===== config.mk =====
export PLATFORM = sky130hd
export DESIGN_NAME = beta_dmem_ctrl
export DESIGN_NICKNAME = d
export VERILOG_FILES = /design/src/rtl/beta_dmem_ctrl.sv
export SDC_FILE = /design/constraint.sdc
export NUM_CORES = 1
export LEC_CHECK = 0
export CORE_ASPECT_RATIO = 2
export CORE_UTILIZATION = 39
export CTS_BUF_LIST = sky130_fd_sc_hd__clkbuf_4 sky130_fd_sc_hd__clkbuf_8 sky130_fd_sc_hd__clkbuf_16
export CTS_CLUSTER_DIAMETER = 40
export DETAILED_ROUTE_END_ITERATION = 10
export GPL_ROUTABILITY_DRIVEN = 0
export PLACE_DENSITY = 0.81
export REMOVE_ABC_BUFFERS = 1
export SKIP_CTS_REPAIR_TIMING = 1
export SLEW_MARGIN = 25
export SYNTH_ARGS = -nofsm -noshare
export SYNTH_HDL_FRONTEND = slang
export SYNTH_SLANG_ARGS = --single-unit

===== constraint.sdc =====
create_clock -name clk -period 1.85 [get_ports clk]
set_input_delay 0.185 -clock clk [delete_from_list [all_inputs] [get_ports clk]]
set_output_delay 0.185 -clock clk [all_outputs]
set_load 0.005 [all_outputs]

===== src/rtl/beta_dmem_ctrl.sv =====
// -----------------------------------------------------------------------------
// beta_dmem_ctrl
//
// Data-memory controller sitting between the Beta core's data port and a
// word-addressed, handshaked memory bus.  Every core load/store is checked for
// word alignment, address range and conflicting enables.  A legal request runs
// exactly one bus transaction.  An illegal one is answered directly with a
// fault pulse and never reaches the bus.
//
// Optional feature (compile-time macro BETA_DMEM_TIMEOUT_EN):
//   When defined, a BUSY-cycle counter aborts a transaction that has not been
//   acknowledged after TIMEOUT cycles and reports it as a fault.  When not
//   defined, BUSY waits for bus_ack indefinitely.
//
// Handshake summary:
//   - request sampled in IDLE at edge N  -> bus_req high from cycle N+1
//   - bus_ack sampled at edge M          -> dataReady high during cycle M+1
//   - illegal request sampled at edge N  -> dataReady & dMemfault in cycle N+1
//   dataReady and dMemfault are flops and are never high two cycles in a row.
// -----------------------------------------------------------------------------
module beta_dmem_ctrl #(
    parameter int MEM_WORDS = 1024,     // words on the bus, power of two >= 4
    parameter int TIMEOUT   = 16,       // 1..255, BUSY cycles before abort
    localparam int ADDR_W   = $clog2(MEM_WORDS)
) (
    input  logic              clk,
    input  logic              rst,          // asynchronous, active-low

    // core data port
    input  logic [31:0]       DataAddress,
    input  logic [31:0]       DataWrite,
    input  logic              WriteEnable,
    input  logic              ReadEnable,
    output logic [31:0]       DataRead,
    output logic              dataReady,
    output logic              dMemfault,

    // memory bus
    output logic              bus_req,
    output logic              bus_we,
    output logic [ADDR_W-1:0] bus_addr,
    output logic [31:0]       bus_wdata,
    input  logic [31:0]       bus_rdata,
    input  logic              bus_ack
);

    typedef enum logic [1:0] {
        IDLE  = 2'd0,   // waiting for a core request
        BUSY  = 2'd1,   // bus transaction outstanding
        DONE  = 2'd2,   // completion pulse to the core
        FAULT = 2'd3    // fault pulse to the core, no bus activity
    } state_t;

    state_t state;
    state_t state_next;

    // -------------------------------------------------------------------------
    // Request classification (purely combinational on the core inputs)
    // -------------------------------------------------------------------------
    logic req_any;
    logic misaligned;
    logic out_of_range;
    logic both_enables;
    logic req_fault;
    logic start_txn;
    logic timeout_hit;

    assign req_any      = ReadEnable | WriteEnable;
    assign misaligned   = |DataAddress[1:0];
    // Word index compared in 32 bits so MEM_WORDS up to 2**30 stays exact.
    assign out_of_range = ({2'b00, DataAddress[31:2]} >= 32'(MEM_WORDS));
    assign both_enables = ReadEnable & WriteEnable;
    assign req_fault    = misaligned | out_of_range | both_enables;

    // A legal request leaving IDLE; this is the only point where the core
    // inputs are captured, so later changes on them cannot disturb the bus.
    assign start_txn    = (state == IDLE) && req_any && !req_fault;

`ifdef BETA_DMEM_TIMEOUT_EN
    // -------------------------------------------------------------------------
    // Watchdog on BUSY: counts BUSY cycles that pass without bus_ack.
    // -------------------------------------------------------------------------
    logic [7:0] busy_cnt;

    assign timeout_hit = (busy_cnt == 8'(TIMEOUT - 1));

    // Clear on entry to BUSY, count every unacknowledged BUSY cycle.
    always_ff @(posedge clk or negedge rst) begin
        if (!rst) begin
            busy_cnt <= 8'd0;
        end else if (start_txn) begin
            busy_cnt <= 8'd0;
        end else if (state == BUSY && !bus_ack) begin
            busy_cnt <= busy_cnt + 8'd1;
        end
    end
`else
    // No watchdog: BUSY only ever leaves on bus_ack.
    assign timeout_hit = 1'b0;
`endif

    // -------------------------------------------------------------------------
    // Next-state logic
    // -------------------------------------------------------------------------
    // Decide the next FSM state from the current state, request and bus_ack.
    always_comb begin
        // NOTE: default first so every path assigns state_next and no latch is inferred.
        state_next = state;
        unique case (state)
            IDLE: begin
                if (req_any) begin
                    state_next = req_fault ? FAULT : BUSY;
                end
            end
            BUSY: begin
                // An ack on the same edge as the timeout still completes normally.
                if (bus_ack) begin
                    state_next = DONE;
                end else if (timeout_hit) begin
                    state_next = FAULT;
                end
            end
            DONE:    state_next = IDLE;
            FAULT:   state_next = IDLE;
            default: state_next = IDLE;
        endcase
    end

    // -------------------------------------------------------------------------
    // State register
    // -------------------------------------------------------------------------
    // Hold the FSM state; reset abandons any transaction in flight.
    always_ff @(posedge clk or negedge rst) begin
        if (!rst) begin
            // NOTE: non-blocking assignments for all flop state so every register
            // samples pre-edge values regardless of block ordering.
            state <= IDLE;
        end else begin
            state <= state_next;
        end
    end

    // -------------------------------------------------------------------------
    // Core-side response flops
    // -------------------------------------------------------------------------
    // Registered completion/fault pulses, driven from the state being entered.
    always_ff @(posedge clk or negedge rst) begin
        if (!rst) begin
            dataReady <= 1'b0;
            dMemfault <= 1'b0;
        end else begin
            dataReady <= (state_next == DONE) || (state_next == FAULT);
            dMemfault <= (state_next == FAULT);
        end
    end

    // Load data: updated only by an acknowledged read, otherwise held.
    always_ff @(posedge clk or negedge rst) begin
        if (!rst) begin
            DataRead <= 32'd0;
        end else if (state == BUSY && bus_ack && !bus_we) begin
            DataRead <= bus_rdata;
        end
    end

    // -------------------------------------------------------------------------
    // Bus-side flops
    // -------------------------------------------------------------------------
    // bus_req is high exactly while the FSM sits in BUSY.
    always_ff @(posedge clk or negedge rst) begin
        if (!rst) begin
            bus_req <= 1'b0;
        end else begin
            bus_req <= (state_next == BUSY);
        end
    end

    // Capture address, direction and write data once, when a transaction starts.
    always_ff @(posedge clk or negedge rst) begin
        if (!rst) begin
            bus_we    <= 1'b0;
            bus_addr  <= '0;
            bus_wdata <= 32'd0;
        end else if (start_txn) begin
            bus_we    <= WriteEnable;
            bus_addr  <= DataAddress[ADDR_W+1:2];
            bus_wdata <= DataWrite;
        end
    end

endmodule


[Yosys cells after proc, flatten, opt, wreduce, memory -nomap -nowiden]
Index checks and enable logic that the tools add are counted.
Storage, ports and cells
  logic and storage cells: 33
  flip-flop bits (word level): 80
  bits of input ports: 101
Cells by class
  reduce and logical (&&, ||, !) cells: 10
  bitwise logic cells: 4
  equality and inequality tests: 6
  muxes and demuxes: 4
  order comparisons: 1
Operator list (number)
  $ge 30x11->1 const B: 1
  $eq 2x2->1 const B: 4
  $mux 2: 3
  $pmux 2 s3: 1
  $eq 2x1->1 const B: 2
  $logic_and 1x1->1: 4
  $reduce_or 2->1: 2
  $or 1x1->1: 3
  $logic_not 1->1: 2
  $logic_not 2->1: 1
  $and 1x1->1: 1
  $logic_or 1x1->1: 1

[Longest topological paths before layout]
  depth in word-level cells: 8
  gate-level depth with buffers: 6
  gate-level depth less buffers: 4

[Worst setup path after synthesis]
Ideal clock, no wire load.
  path kind: input to register
  start point: input port DataAddress[14]
  end point: register bus_addr[0]
  buffers on the path: 2
  arrival time: 1.830 ns
  stages on the path: 6
  path slack: -0.105 ns
  required time: 1.725 ns
  path through: or4_4 > a2111oi_4 > and3b_1 > buf_6 > buf_12 > mux2_4
Between the ends
  longest elaborated chain between the ends: 5
Ends and longest elaborated chain
  start: declaration: line 30  | input logic [31:0] DataAddress,
  $ge 30x11->1: line 71  | assign out_of_range = ({2'b00, DataAddress[31:2]} >= 32'(MEM_WORDS));
  $or 1x1->1 (2 in series): line 73  | assign req_fault = misaligned | out_of_range | both_enables;
  $logic_not 1->1: line 77  | assign start_txn = (state == IDLE) && req_any && !req_fault;
  $logic_and 1x1->1: line 77
  end signal: assignment: line 186  | bus_addr <= DataAddress[ADDR_W+1:2];
  end: declaration: line 41  | output logic [ADDR_W-1:0] bus_addr,
No other way between the ends.
A chain may end at the register's enable or synchronous reset.

[Final worst setup path]
  start point: input port DataAddress[0]
  end point: register bus_wdata[23]
Between the ends
  longest elaborated chain between the ends: 5
Ends and longest elaborated chain
  $reduce_or 2->1: line 69  | assign misaligned = |DataAddress[1:0];
  $or 1x1->1 (2 in series): line 73
  $logic_not 1->1: line 77
  $logic_and 1x1->1: line 77
  end signal: assignment: line 187  | bus_wdata <= DataWrite;
  end: declaration: line 42  | output logic [31:0] bus_wdata,
No other way between the ends.

==> impl_metrics.csv <==
group,metric,value,unit
setup_path,path_cells,"clkdlybuf4s50_1 -> nor4_2 -> and4_1 -> and3b_2 -> buf_12 -> clkbuf_16 -> mux2_4",
setup_path,crit_start,"DataAddress[0]",
final_layout,num_antenna_cells,0,
timing,period_needed,1.78,ns
logic_synthesis,ys_warn_count,0,
final_layout,drive_gt1_frac,0.293,
setup_path,critPathRequiredTime,2.07,ns
setup_path,start_kind,"input port",
logic_synthesis,yosysMostFrequentCell,"dfrtp_1",
cts,clockBufferDepth,2,
logic_synthesis,synth_cell_types,18,
drt,vias,2295,
cts,clk-insertion-delay-late,0.34,ns
cts,clockRootBuffer,"clkbuf_16",
logic_synthesis,synth_fa_ha_area_frac,0,
die,boundaryPins,179,
logic_synthesis,synth_xor_area_frac,0,
cts,htreeDepth,3,
die,rows,46,
timing,hold_viol,0,
logic_synthesis,synth-compound-area-share,0.0131,
die,die_y,131,µm
timing,relSlewSlack,0.789,
timing,tightest_slew,0.316,ns
logic_synthesis,yosysTopAreaCellShare,0.619,
setup_path,worstSetupEndpointType,"flop",
power_and_ir_drop,vdd_drop_max,0.472,mV
global_routing,grt_max_degree,41,
placed_design,portBuffers,178,
setup_path,worst-path-buf-inv,3,
drt,wl,9060,µm
setup_path,critPathMaxStageDelay,0.45,ns
drt,wl_per_cell,19.0,µm
power_and_ir_drop,power_density,1050,mW/mm²
die,initial_core_util,0.404,
die,design.die.area,0.00869,mm²
logic_synthesis,synth_commonest_cells,"80 x dfrtp_1, 40 x mux2_4, 35 x mux2_2, 4 x buf_12, 4 x nor4_1",
global_routing,grt_pass1_wl,13000,µm
logic_synthesis,muxShareOfSynthArea,0.307,
cts,cts_tree,"done",
logic_synthesis,synth-main-ff-cell,"dfrtp_1",
cts,cts.sinks,80,
die,die-width,66.4,µm
global_routing,antenna_found_initial,0,
drt,vias_per_cell,4.80,
final_layout,regArea,0.00200,mm²
final_layout,multi_input_area,0.00115,mm²
logic_synthesis,synth_area_leader_cell,"dfrtp_1",
setup_path,slowest_stage,"clkdlybuf4s50_1",
timing,slew_violations,0,
drt,drtIter0Drc,56,
power_and_ir_drop,power.leakage,2.45,nW
final_layout,area_delta_synth_final,73.1,%
timing,fmax,562,MHz
cts,cts_buffers,9,
setup_path,critPathMaxFanout,8,
logic_synthesis,syn_area,0.00324,mm²
timing,hold-worst-slack,0.273,ns
final_layout,fillCellCount,573,
logic_synthesis,avgSynthCellArea,17.9,µm²
timing,skew,0.00726,ns
final_layout,instances_no_fill,478,
placed_design,place_inst,455,
global_routing,first_global_vias,2513,
logic_synthesis,synth_area_leaders,"dfrtp_1 62%, mux2_4 19%, mux2_2 12%",
setup_path,arrival,2.00,ns
global_routing,grt_overflow,0,
placed_design,hpwl,6750,µm
setup_path,critPathTopFamily,"buffers and inverters",
logic_synthesis,synth-simple-area-share,0.0290,
drt,drcViolationCount,0,
cts,clk_pin_slew,0.06,ns
logic_synthesis,synth_edf_count,0,
outcome,outcome,"finished, final reports clean",
timing,setup_viol,0,
drt,dr.pass1.iters,4,
logic_synthesis,async_flop_share,1.00,
timing,timing.final.crit_share,0.962,
drt,ant_nets,0,
logic_synthesis,synthCells,181,
logic_synthesis,synth_top_family_by_area,"multiplexers",
setup_path,worstSetupPathType,"input port to flop",
logic_synthesis,ys_ff_latch,80,
timing,setup_tns,0,ns
final_layout,fin_nets,478,
timing,rsz0062_at_grt,"false",
worst_hold_path,hp-class,"input port to async pin",
setup_path,r2r-start,"state[0]$_DFF_PN0_",
global_routing,grt_usage,0.214,
die,core-area,0.00800,mm²
logic_synthesis,synth-seq-area-share,0.619,
job,cap_violations,0,
[per-stage QoR]
step	power, mW	setup WS [ns]	area (µm²)	utilization
2_1_floorplan	2.94	-1.43	3130	-
3_3_place_gp	4.09	-0.609	5130	0.642
3_5_place_dp	4.17	-0.696	5130	0.642
4_1_cts	5.96	-0.338	5440	0.680
5_1_grt	6.19	0.00648	5600	0.700
6_report	5.89	0.0702	5600	0.700
[cells by family after synthesis]
kind of cell | Yosys count
DFF | 80
muxes | 75
and+or+nand+nor | 14
buffers and inverters | 8
AOI/OAI and AO/OA | 4
[layout by cell type (no fill, tap or decap), types with 2 or more instances in the layout]
master / count
clkdlybuf4s50_1: 173
dfrtp_1: 80
mux2_4: 42
mux2_2: 33
clkbuf_16: 12
buf_4: 5
buf_12: 5
dlymetal6s2s_1: 4
nor4_1: 3
a21oi_1: 2
nand2b_1: 2
clkinv_2: 2
buf_6: 2
[report_power, final]
group          total (mW)  switching, mW  leakage, nW  internal, mW
sequential           2.36          0.201         1.04          2.16
clock                1.78          0.690        0.149          1.09
combinational        1.74          0.512         1.25          1.23
[flip-flops by register name, indices dropped and copies added, names as in the netlist]
name and flops:
DataRead 32, state 2, bus_req 1, bus_wdata 32, bus_we 1, dMemfault 1, bus_addr 10, dataReady 1
[worst register-to-register path: cells and delay by family, from the launching register on]
family	cells	cell delay (ns)
mux	1	0.29
buf+inv	2	0.32
simple gates	2	0.40
compound gates	1	0.11
flops	1	0.39
[area by class of cell]
cell class                 count  area share
clock buffer                  11      0.0440
tap                           96      0.0214
sequential                    80       0.357
multi-input combinational     93       0.205
timing repair buffer         193       0.362
clock inverter                 5      0.0101
[routing by layer]
| metal | share of wire | wire (µm) | track usage |
|---|---|---|---|
| met4 | 0.047 | 426 | 0.135 |
| met5 | 0 | 0 | 0 |
| met3 | 0.045 | 410 | 0.0469 |
| met1 | 0.34 | 3040 | 0.228 |
| met2 | 0.57 | 5180 | 0.373 |
[worst paths after layout]
path                                              to  slack (ns)  cells past startpoint
max                        bus_wdata[23]$_DFFE_PN0P_        0.07                      7
min                         DataRead[26]$_DFFE_PN0P_        0.27                      2
max reg2reg                bus_wdata[23]$_DFFE_PN0P_        0.23                      6
min reg2reg                 DataRead[21]$_DFFE_PN0P_        0.50                      1
max in group asynchronous    bus_addr[9]$_DFFE_PN0P_        1.00                      3
min in group clk           bus_wdata[28]$_DFFE_PN0P_        0.46                      2
Power figures use the tool's default switching activity.
